## src/rtl/seq_pkg.sv

```systemverilog
// seq_pkg: shared state encoding and defaults for the sequence generator/detector family.
package seq_pkg;
    typedef enum logic [1:0] {IDLE = 2'd0, SHIFT = 2'd1, DONE = 2'd2} state_t;
    localparam int RUN_LEN_DEFAULT = 4;
endpackage

```

## src/rtl/seq_pattern_tx_if.sv

```systemverilog
// seq_pattern_tx_if: DE2 board pins (keys, switches, LEDs) seen by the pattern transmitter.
interface seq_pattern_tx_if;
    logic [3:0]  KEY;
    logic [17:0] SW;
    logic [17:0] LEDR;
    logic [7:0]  LEDG;
    modport master (output KEY, SW, input LEDR, LEDG);
    modport slave (input KEY, SW, output LEDR, LEDG);
endinterface

```

## src/rtl/run_tracker.sv

```systemverilog
// run_tracker: saturating length of the current run of equal bits, flagged at RUN_LEN.
module run_tracker #(
    parameter int RUN_LEN = seq_pkg::RUN_LEN_DEFAULT,
    localparam int RW = $clog2(RUN_LEN) + 1
) (
    input  logic          clk,
    input  logic          rst,
    input  logic          data_bit,
    input  logic          bit_en,
    input  logic          clr,
    output logic [RW-1:0] run,
    output logic          run_flag
);
    logic last;
    always_ff @(posedge clk or posedge rst) begin
        if (rst) begin
            run  <= '0;
            last <= 1'b0;
        end else if (clr) begin
            run <= '0;
        end else if (bit_en) begin
            run  <= (run == '0 || data_bit != last) ? RW'(1) :
                    (run == RW'(RUN_LEN) ? run : run + 1'b1);
            last <= data_bit;
        end
    end
    assign run_flag = (run == RW'(RUN_LEN));
endmodule

```

## src/rtl/seq_pattern_tx.sv

```systemverilog
// seq_pattern_tx: loads a switch pattern and shifts it out MSB-first on KEY[0], tracking runs.
module seq_pattern_tx
    import seq_pkg::*;
#(
    parameter int WIDTH = 8,
    parameter int RUN_LEN = RUN_LEN_DEFAULT,
    localparam int CW = $clog2(WIDTH),
    localparam int RW = $clog2(RUN_LEN) + 1
) (
    seq_pattern_tx_if.slave io
);
    logic             clk, rst, start, rpt;
    logic [WIDTH-1:0] pat, sreg, sreg_n;
    logic [CW-1:0]    lenm1, cnt, cnt_n;
    logic             tx_bit, tx_bit_n, tx_valid, tx_valid_n, load, emit, run_flag;
    logic [RW-1:0]    unused_run;
    logic             unused_pins;
    state_t           state, state_n;

    assign clk         = io.KEY[0];
    assign rst         = io.SW[0];
    assign pat         = io.SW[8:1];
    assign start       = io.SW[9];
    assign rpt         = io.SW[10];
    assign lenm1       = io.SW[13:11];
    assign unused_pins = &{1'b0, io.KEY[3:1], io.SW[17:14]};

    always_ff @(posedge clk or posedge rst) begin
        if (rst) begin
            state    <= IDLE;
            sreg     <= '0;
            cnt      <= '0;
            tx_bit   <= 1'b0;
            tx_valid <= 1'b0;
        end else begin
            state    <= state_n;
            sreg     <= sreg_n;
            cnt      <= cnt_n;
            tx_bit   <= tx_bit_n;
            tx_valid <= tx_valid_n;
        end
    end

    always_comb begin
        state_n    = state;
        sreg_n     = sreg;
        cnt_n      = cnt;
        tx_bit_n   = tx_bit;
        tx_valid_n = tx_valid;
        load       = 1'b0;
        emit       = 1'b0;
        case (state)
            IDLE: if (start) begin
                sreg_n  = pat;
                cnt_n   = lenm1;
                load    = 1'b1;
                state_n = SHIFT;
            end
            SHIFT: begin
                emit       = 1'b1;
                tx_bit_n   = sreg[WIDTH-1];
                tx_valid_n = 1'b1;
                sreg_n     = sreg << 1;
                if (cnt != '0) begin
                    cnt_n = cnt - 1'b1;
                end else if (rpt) begin
                    sreg_n = pat;
                    cnt_n  = lenm1;
                end else begin
                    state_n = DONE;
                end
            end
            DONE: begin
                tx_valid_n = 1'b0;
                if (!start) state_n = IDLE;
            end
            default: state_n = IDLE;
        endcase
    end

    // The tracker sees the bit as it leaves sreg, so its run matches tx_bit after the edge.
    run_tracker #(.RUN_LEN(RUN_LEN)) u_run (
        .clk      (clk),
        .rst      (rst),
        .data_bit (sreg[WIDTH-1]),
        .bit_en   (emit),
        .clr      (load),
        .run      (unused_run),
        .run_flag (run_flag)
    );

    assign io.LEDR = {5'b0, cnt, sreg, tx_valid, tx_bit};
    assign io.LEDG = {4'b0, state == IDLE, state == SHIFT, run_flag, state == DONE};
endmodule

```

## src/flat_wrapper.sv

```systemverilog
// flat-port wrapper written by rule: the top's interface ports become plain ports
module seq_pattern_tx_flat import seq_pkg::*;
#(
    parameter int WIDTH = 8,
    parameter int RUN_LEN = RUN_LEN_DEFAULT,
    localparam int CW = $clog2(WIDTH),
    localparam int RW = $clog2(RUN_LEN) + 1
)
  (io_KEY, io_SW, io_LEDR, io_LEDG);
  seq_pattern_tx_if io_i ();
  input wire logic [$bits(io_i.KEY)-1:0] io_KEY;
  input wire logic [$bits(io_i.SW)-1:0] io_SW;
  output wire logic [$bits(io_i.LEDR)-1:0] io_LEDR;
  output wire logic [$bits(io_i.LEDG)-1:0] io_LEDG;
  assign io_i.KEY = io_KEY;
  assign io_i.SW = io_SW;
  assign io_LEDR = io_i.LEDR;
  assign io_LEDG = io_i.LEDG;
  seq_pattern_tx #(.WIDTH(WIDTH), .RUN_LEN(RUN_LEN)) u_core (.io(io_i));
endmodule
```

## config.mk

```make
export PLATFORM = sky130hd
export DESIGN_NAME = seq_pattern_tx_flat
export DESIGN_NICKNAME = d
export VERILOG_FILES = /design/src/rtl/seq_pkg.sv /design/src/rtl/seq_pattern_tx_if.sv /design/src/rtl/run_tracker.sv /design/src/rtl/seq_pattern_tx.sv /design/src/flat_wrapper.sv
export SDC_FILE = /design/constraint.sdc
export NUM_CORES = 1
export LEC_CHECK = 0
export CORE_ASPECT_RATIO = 2
export CORE_MARGIN = 5
export CORE_UTILIZATION = 30
export DETAILED_ROUTE_END_ITERATION = 10
export GPL_ROUTABILITY_DRIVEN = 0
export GPL_TIMING_DRIVEN = 0
export PLACE_DENSITY_LB_ADDON = 0.08
export SYNTH_ARGS = -nofsm -noshare
export SYNTH_HDL_FRONTEND = slang
export SYNTH_SLANG_ARGS = --single-unit
```

## constraint.sdc

```tcl
create_clock -name io_KEY -period 2.1 [get_ports io_KEY]
set_input_delay 0.525 -clock io_KEY [delete_from_list [all_inputs] [get_ports io_KEY]]
set_output_delay 0.525 -clock io_KEY [all_outputs]
set_load 0.01 [all_outputs]
```

==> qor.tcl, run 1 <==
set qor(synth.distinct_cells) 40
set qor(async_flop_share) 1.00
set qor(clock_insertion_delay_worst_skew_ns) 0.25
set qor(rows) 33
set qor(grt_antenna_before_repair) 0
set qor(critical_path.max_fanout) 3
set qor(io_buffers) 30
set qor(detail-route-antenna-nets) 0
set qor(synth_common_cells) {dfrtp_1 (19), buf_4 (16), o21ai_0 (11)}
set qor(final_min_period_over_clock_period) 0.946
set qor(placed_cells) 227
set qor(mappedNetlistArea_mm2) 0.00128
set qor(worst-setup-path-type) {reg -> out}
set qor(ys_ff_latch) 19
set qor(start_util) 0.310
set qor(vdd_ir_drop_max_mv) 0.764
set qor(max_clock_buf_depth) 2
set qor(route.detailed.drc) 0
set qor(crit_path_start_kind) {register}
set qor(finish.utilization) 0.425
set qor(period_minus_slack_ns) 1.99
set qor(chipWidth_um) 56.2
set qor(maxSlewViolCount) 0
set qor(die_height_um) 102
set qor(clock_root_cell) {clkbuf_8}
set qor(drive_gt1_frac) 0.191
set qor(reg2reg_to) {u_core.state[1]}
set qor(ff2ff_setup_slack_ns) 0.19
set qor(tightest_slew_ns) 0.762
set qor(die-area_mm2) 0.00575
set qor(grt_pass1_wl_um) 5400
set qor(cp_capture_type) {primary output}
set qor(grt_setup_unrepaired) {false}
set qor(r2r.worst_path.cells) 5
set qor(top_cells_by_area_synth) {dfrtp_1 (37%), buf_4 (9.4%), ha_1 (7.8%), a31oi_1 (4.4%), o21ai_0 (4.3%)}
set qor(syn_inst_count) 137
set qor(netlist.area_leader.share) 0.371
set qor(clock_tree_from_tritoncts) {built}
set qor(routed_via_count) 1129
set qor(post-synth-top-count-cell) {dfrtp_1}
set qor(maximum_number_of_pins_on_one_net_before_global_route_repair) 20
set qor(drt_first_iter_violations) 10
set qor(critical_path_required_ns) 1.57
set qor(io_pins) 48
set qor(holdPathStages) 2
set qor(timing.max_cap.violations) 0
set qor(detailed_place_hpwl_um) 2560
set qor(finalClockSkew_ns) 0.00585
set qor(final-instance-count-excl-fill) 235
set qor(timing.rr.start) {u_core.cnt[0]}
set qor(cts_buffers) 3
set qor(synth-warning-count) 0
set qor(run_status) {finished clean}
set qor(post-synth-top-area-cell) {dfrtp_1}
set qor(detail_routed_net_length_per_standard_cell_um) 14.2
set qor(syn_to_final_growth_pct) 37.0
set qor(grt_use_total) 0.119
set qor(wirelength_um) 3340
set qor(number_of_global_route_vias_before_repair) 1207
set qor(min-delay-path-class) {reg -> reg}
set qor(final-setup-viol-count) 0
set qor(ctsHoldBuffers) 0
set qor(critPathArrivalTime_ns) 1.46
set qor(synth_ff_type) {dfrtp_1}
set qor(cts.clk_slew.worst_paths_ns) 0.08
set qor(hold_path_startpoint) {u_core.tx_valid}
set qor(detailedRoute.firstPassIterationCount) 4
set qor(average_cell_area_after_synthesis_um2) 9.34
set qor(grt_overflow_total) 0
set qor(fmaxAchievable_ghz) 0.503
set qor(core-area_mm2) 0.00413
set qor(finalHoldViolCount) 0
set qor(cellLeakagePower_nw) 0.802
set qor(min_to) {u_core.tx_valid}
set qor(num_antenna_cells) 0
set qor(sequential_element_share_of_the_synthesized_area) 0.371
set qor(power_density_mw_per_mm2) 1440
set qor(cts.sink_count) 19
set qor(finish.net_count) 214
set qor(slew_headroom) 0.492
set qor(synth_enable_flop_cells) 0
set qor(htreeDepth) 1
set qor(detail_route.vias_per_cell) 4.80
-- per-layer routing --
layer | up-vias | part of all wire | track usage
li1 | 556 | - | -
met1 | 538 | 0.38 | 0.123
met3 | 4 | 0.046 | 0.0215
met5 | - | 0 | 0
met4 | 0 | 0.016 | 0.0640
met2 | 31 | 0.56 | 0.222
-- per-stage QoR --
step | setup WS (ns) | hold slack [ns] | total power [mW] | area (µm²) | setup TNS (ns)
after floorplan | 0.299 | 0.476 | 1.66 | 1310 | 0
after global placement | -0.00584 | 0.501 | 2.21 | 1680 | -0.00584
after detailed placement | -0.00551 | 0.508 | 2.24 | 1680 | -0.00551
after CTS | 0.00826 | 0.531 | 2.52 | 1730 | 0
after global routing | 0.0238 | 0.560 | 2.74 | 1750 | 0
final | 0.113 | 0.525 | 2.52 | 1750 | 0
-- state kept, by name (all words and copies together) (netlist names) --
name	count
u_core.cnt	3
u_core.sreg	8
u_core.state	2
u_core.tx_bit	1
u_core.tx_valid	1
u_core.u_run.last	1
u_core.u_run.run	3
-- how the worst max path moves through the flow --
| stage | from | end | slack [ns] | cells after the start |
|---|---|---|---|---|
| 3_5_place_dp | io_SW[10] | u_core.state[1] | -0.006 | 4 |
| 6_report | u_core.u_run.run[0] | io_LEDG[1] | 0.11 | 5 |
| 5_1_grt | u_core.state[0] | u_core.sreg[7] | 0.02 | 7 |
| 3_3_place_gp | io_SW[10] | u_core.state[1] | -0.006 | 4 |
| 2_1_floorplan | u_core.cnt[0] | u_core.state[1] | 0.30 | 5 |
| 4_1_cts | u_core.state[1] | io_LEDG[3] | 0.008 | 4 |
-- cell families (layout without fill, tap and decap cells) --
| family | after synthesis | in the layout | synth area share |
|---|---|---|---|
| mux | 6 | 6 | 0.0508 |
| simple gates | 30 | 30 | 0.141 |
| fa+ha+maj | 8 | 8 | 0.0782 |
| compound gates | 40 | 40 | 0.199 |
| xor+xnor | 1 | 1 | 0.0127 |
| buf+inv | 32 | 70 | 0.144 |
| other cells | 1 | 9 | 0.00293 |
| flops | 19 | 19 | 0.371 |
-- placed cells by master (no fill, tap or decap), drive strengths merged, types with 2 or more instances in the layout --
| cell | netlist | layout |
|---|---|---|
| dlygate4sd2 | 0 | 3 |
| and2 | 2 | 2 |
| dfrtp | 19 | 19 |
| nand2 | 4 | 4 |
| clkbuf | 2 | 6 |
| a31oi | 9 | 9 |
| mux2i | 2 | 2 |
| clkdlybuf4s50 | 0 | 26 |
| conb | 1 | 9 |
| nand3 | 2 | 2 |
| nor2b | 3 | 3 |
| buf | 20 | 24 |
| o21ai | 11 | 11 |
| ha | 8 | 8 |
| nor2 | 7 | 7 |
| nand3b | 2 | 2 |
| or3 | 2 | 2 |
| a32oi | 2 | 2 |
| mux2 | 4 | 4 |
| a21oi | 9 | 9 |
| inv | 10 | 10 |
-- timing repair --
action / in CTS / in global routing
setup buffers: 1 / 3
endpoints found under the setup margin: 4 / 1
gates resized for setup: 6 / 2
-- where the power goes --
part,switching (mW),internal (mW),total (mW)
registers,0.163,0.543,0.706
logic,0.748,0.808,1.56
clock network,0.123,0.135,0.257
-- final cells by class --
cell class	instances	area (µm²)
fill	425	2370
multi-input combinational	94	656
sequential	19	475
timing repair buffer	34	329
buffer	22	146
tap	52	65.1
clock buffer	4	45.0
inverter	10	37.5
-- critical path, stage by stage (launching register included) --
cell and delay (ns):
dfrtp_1 0.38, inv_1 0.07, ha_1 0.22, and2_4 0.15
buf_4 0.12, dlygate4sd2_1 0.27
No activity file was read; power rests on OpenSTA's default activity.
==> run 2: changes to the inputs <==
--- a/config.mk
+++ b/config.mk
@@ -11,5 +11,5 @@
 export DETAILED_ROUTE_END_ITERATION = 10
 export GPL_ROUTABILITY_DRIVEN = 0
-export GPL_TIMING_DRIVEN = 0
+export HOLD_SLACK_MARGIN = 0.08
 export PLACE_DENSITY_LB_ADDON = 0.08
 export SYNTH_ARGS = -nofsm -noshare
==> constraint.sdc (replaced) <==
create_clock -name io_KEY -period 2.1 [get_ports io_KEY]
set_input_delay 0.21 -clock io_KEY [delete_from_list [all_inputs] [get_ports io_KEY]]
set_output_delay 0.21 -clock io_KEY [all_outputs]
set_load 0.01 [all_outputs]
==> run 2 against run 1 <==
Against the previous run:
- sequential share of layout area is 1.7 points higher
- first-iteration DRC count is 70% higher
- hold slack worse by 0.26 ns
- fmax is 2.6% higher
- register-to-register slack better by 0.13 ns
- sequential cell count stayed put
- sequential power is 0.6% lower
- core utilization is 2.5 points lower
- largest power group unchanged
==> qor.tcl, run 2 (synthesized netlist as in run 1, its figures left out) <==
set qor(grt_overflow_total) 0 ;# unchanged
set qor(wl_met2_um) 1770 ;# -4.8%
set qor(drive_gt1_frac) 0.102 ;# -0.0895
set qor(cts_setup_buffers) 0 ;# -1
set qor(finalHoldViolCount) 0 ;# unchanged
set qor(detail_route.wirelength.met1_um) 1290 ;# +1.0%
set qor(detail_route.vias_per_cell) 5.00 ;# +4.0%
set qor(final-instance-count-excl-fill) 219 ;# -6.8%
set qor(critical_path.max_fanout) 9 ;# +6
set qor(most-common-layout-cells) {clkdlybuf4s50_1 (31), dfrtp_1 (19), o21ai_0 (11)}
set qor(grt_pass1_wl_um) 5340 ;# -1.0%
set qor(detailed_place_hpwl_um) 2540 ;# -0.84%
set qor(core-area_mm2) 0.00413 ;# unchanged
set qor(detailedRoute.firstPassIterationCount) 4 ;# unchanged
set qor(period_minus_slack_ns) 1.94 ;# -0.0511 ns
set qor(worst_hold_slack_ns) 0.269 ;# -0.255 ns
set qor(number_of_global_route_vias_before_repair) 1118 ;# -7.4%
set qor(critPathArrivalTime_ns) 1.73 ;# +0.27 ns
set qor(syn_to_final_growth_pct) 29.0
set qor(worst-setup-path-type) {reg -> out}
set qor(regMostFlops) {u_core.sreg}
set qor(grt_antenna_before_repair) 0 ;# unchanged
set qor(die_height_um) 102 ;# unchanged
set qor(cts.sink_count) 19 ;# unchanged
set qor(timing.setup.tns_ns) 0 ;# unchanged
set qor(final-setup-viol-count) 0 ;# unchanged
set qor(grt_setup_unrepaired) {false}
set qor(detail-route-antenna-nets) 0 ;# unchanged
set qor(largest_register_ff_count) 8 ;# unchanged
set qor(max_clock_buf_depth) 2 ;# unchanged
set qor(timing.max_cap.violations) 0 ;# unchanged
set qor(cts_resized) 0 ;# -6
set qor(wirelength_um) 3270 ;# -2.2%
set qor(reg_top3) {u_core.sreg (8), u_core.cnt (3), u_core.u_run.run (3)}
set qor(maximum_number_of_pins_on_one_net_before_global_route_repair) 20 ;# unchanged
set qor(io_buffers) 31 ;# +3.3%
set qor(critical_path_required_ns) 1.89 ;# +0.32 ns
set qor(die-area_mm2) 0.00575 ;# unchanged
set qor(io_pins) 48 ;# unchanged
set qor(maxSlewViolCount) 0 ;# unchanged
set qor(htreeDepth) 1 ;# unchanged
set qor(highest_metal_used) {met4}
set qor(fill_cells) 438 ;# +3.1%
set qor(cellLeakagePower_nw) 0.710 ;# -11%
set qor(chipWidth_um) 56.2 ;# unchanged
set qor(layout.cells.most_common) {clkdlybuf4s50_1}
set qor(cts.clk_slew.worst_paths_ns) 0.08 ;# about the same
set qor(met3RoutedLength_um) 155 ;# +1.3%
set qor(final_min_period_over_clock_period) 0.922 ;# -0.0243
set qor(start_util) 0.310 ;# unchanged
set qor(routed_via_count) 1094 ;# -3.1%
set qor(rows) 33 ;# unchanged
set qor(num_antenna_cells) 0 ;# unchanged
set qor(clock_root_cell) {clkbuf_8}
set qor(clock_insertion_delay_worst_skew_ns) 0.26 ;# about the same
set qor(clock_tree_from_tritoncts) {built}
set qor(cts_buffers) 3 ;# unchanged
set qor(run_status) {finished clean}
set qor(finalClockSkew_ns) 0.00250 ;# -0.00336 ns
set qor(placed_cells) 215 ;# -5.3%
set qor(vdd_ir_drop_max_mv) 0.733 ;# -4.0%
set qor(cp_capture_type) {primary output}
set qor(detail_routed_net_length_per_standard_cell_um) 14.9 ;# +4.9%
set qor(grt_use_total) 0.118 ;# -0.000947
set qor(finish.net_count) 198 ;# -7.5%
set qor(min-delay-path-class) {in -> async}
set qor(power_density_mw_per_mm2) 1490 ;# +4.1%
set qor(r2r.worst_path.cells) 6 ;# +1
set qor(ctsHoldBuffers) 0 ;# unchanged
set qor(route.detailed.drc) 0 ;# unchanged
set qor(fmaxAchievable_ghz) 0.517 ;# +2.6%
set qor(crit_path_start_kind) {register}
set qor(multiInputGateArea_um2) 651 ;# -0.76%
set qor(drt_first_iter_violations) 17 ;# +7
set qor(layout.area.seq_um2) 475 ;# unchanged
-- run 2: stage by stage --
| step | area (µm²) | power [mW] | setup slack, ns | util |
|---|---|---|---|---|
| 3_5_place_dp | 1610 | 2.23 | 0.319 | 0.389 |
| 6_report | 1650 | 2.47 | 0.164 | 0.400 |
| 4_1_cts | 1650 | 2.51 | 0.145 | 0.400 |
| 5_1_grt | 1650 | 2.69 | 0.0635 | 0.400 |
| 3_3_place_gp | 1610 | 2.21 | 0.325 | 0.389 |
| 2_1_floorplan | 1310 | 1.66 | 0.299 | - |
-- run 2: worst paths after layout --
check	start	end	slack, ns
max	u_core.state[1]	io_LEDG[2]	0.16
min	io_SW[0]	u_core.cnt[1]	0.27
max reg2reg	u_core.cnt[0]	u_core.cnt[0]	0.32
min reg2reg	u_core.tx_bit	u_core.tx_bit	0.52
max in group asynchronous	io_SW[0]	u_core.u_run.run[0]	1.62
min in group io_KEY	io_SW[5]	u_core.sreg[4]	0.51
-- run 2: final cells by class --
class,instances,share of cell area
Clock buffer,4,0.0273
Inverter,10,0.0227
Tap cell,52,0.0394
Timing Repair Buffer,40,0.229
Sequential cell,19,0.288
Multi-Input combinational cell,94,0.394
-- run 2: per-layer routing --
metal / global-route usage / vias to the layer above
li1: - / 520
met1: 0.127 / 536
met2: 0.221 / 33
met3: 0.0215 / 5
met4: 0.0494 / 0
met5: 0 / -
-- run 2: report_power, final --
part / switching [mW] / total (mW) / internal (mW)
clock network: 0.129 / 0.264 / 0.135
logic: 0.731 / 1.50 / 0.771
registers: 0.159 / 0.702 / 0.543
total: 1.02 / 2.47 / 1.45
-- run 2: worst max-delay path, cell delays in order, from the launching register on --
cell and delay [ns]:
dfrtp_1 0.40, inv_1 0.10, ha_1 0.23, buf_4 0.19, clkdlybuf4s50_1 0.55
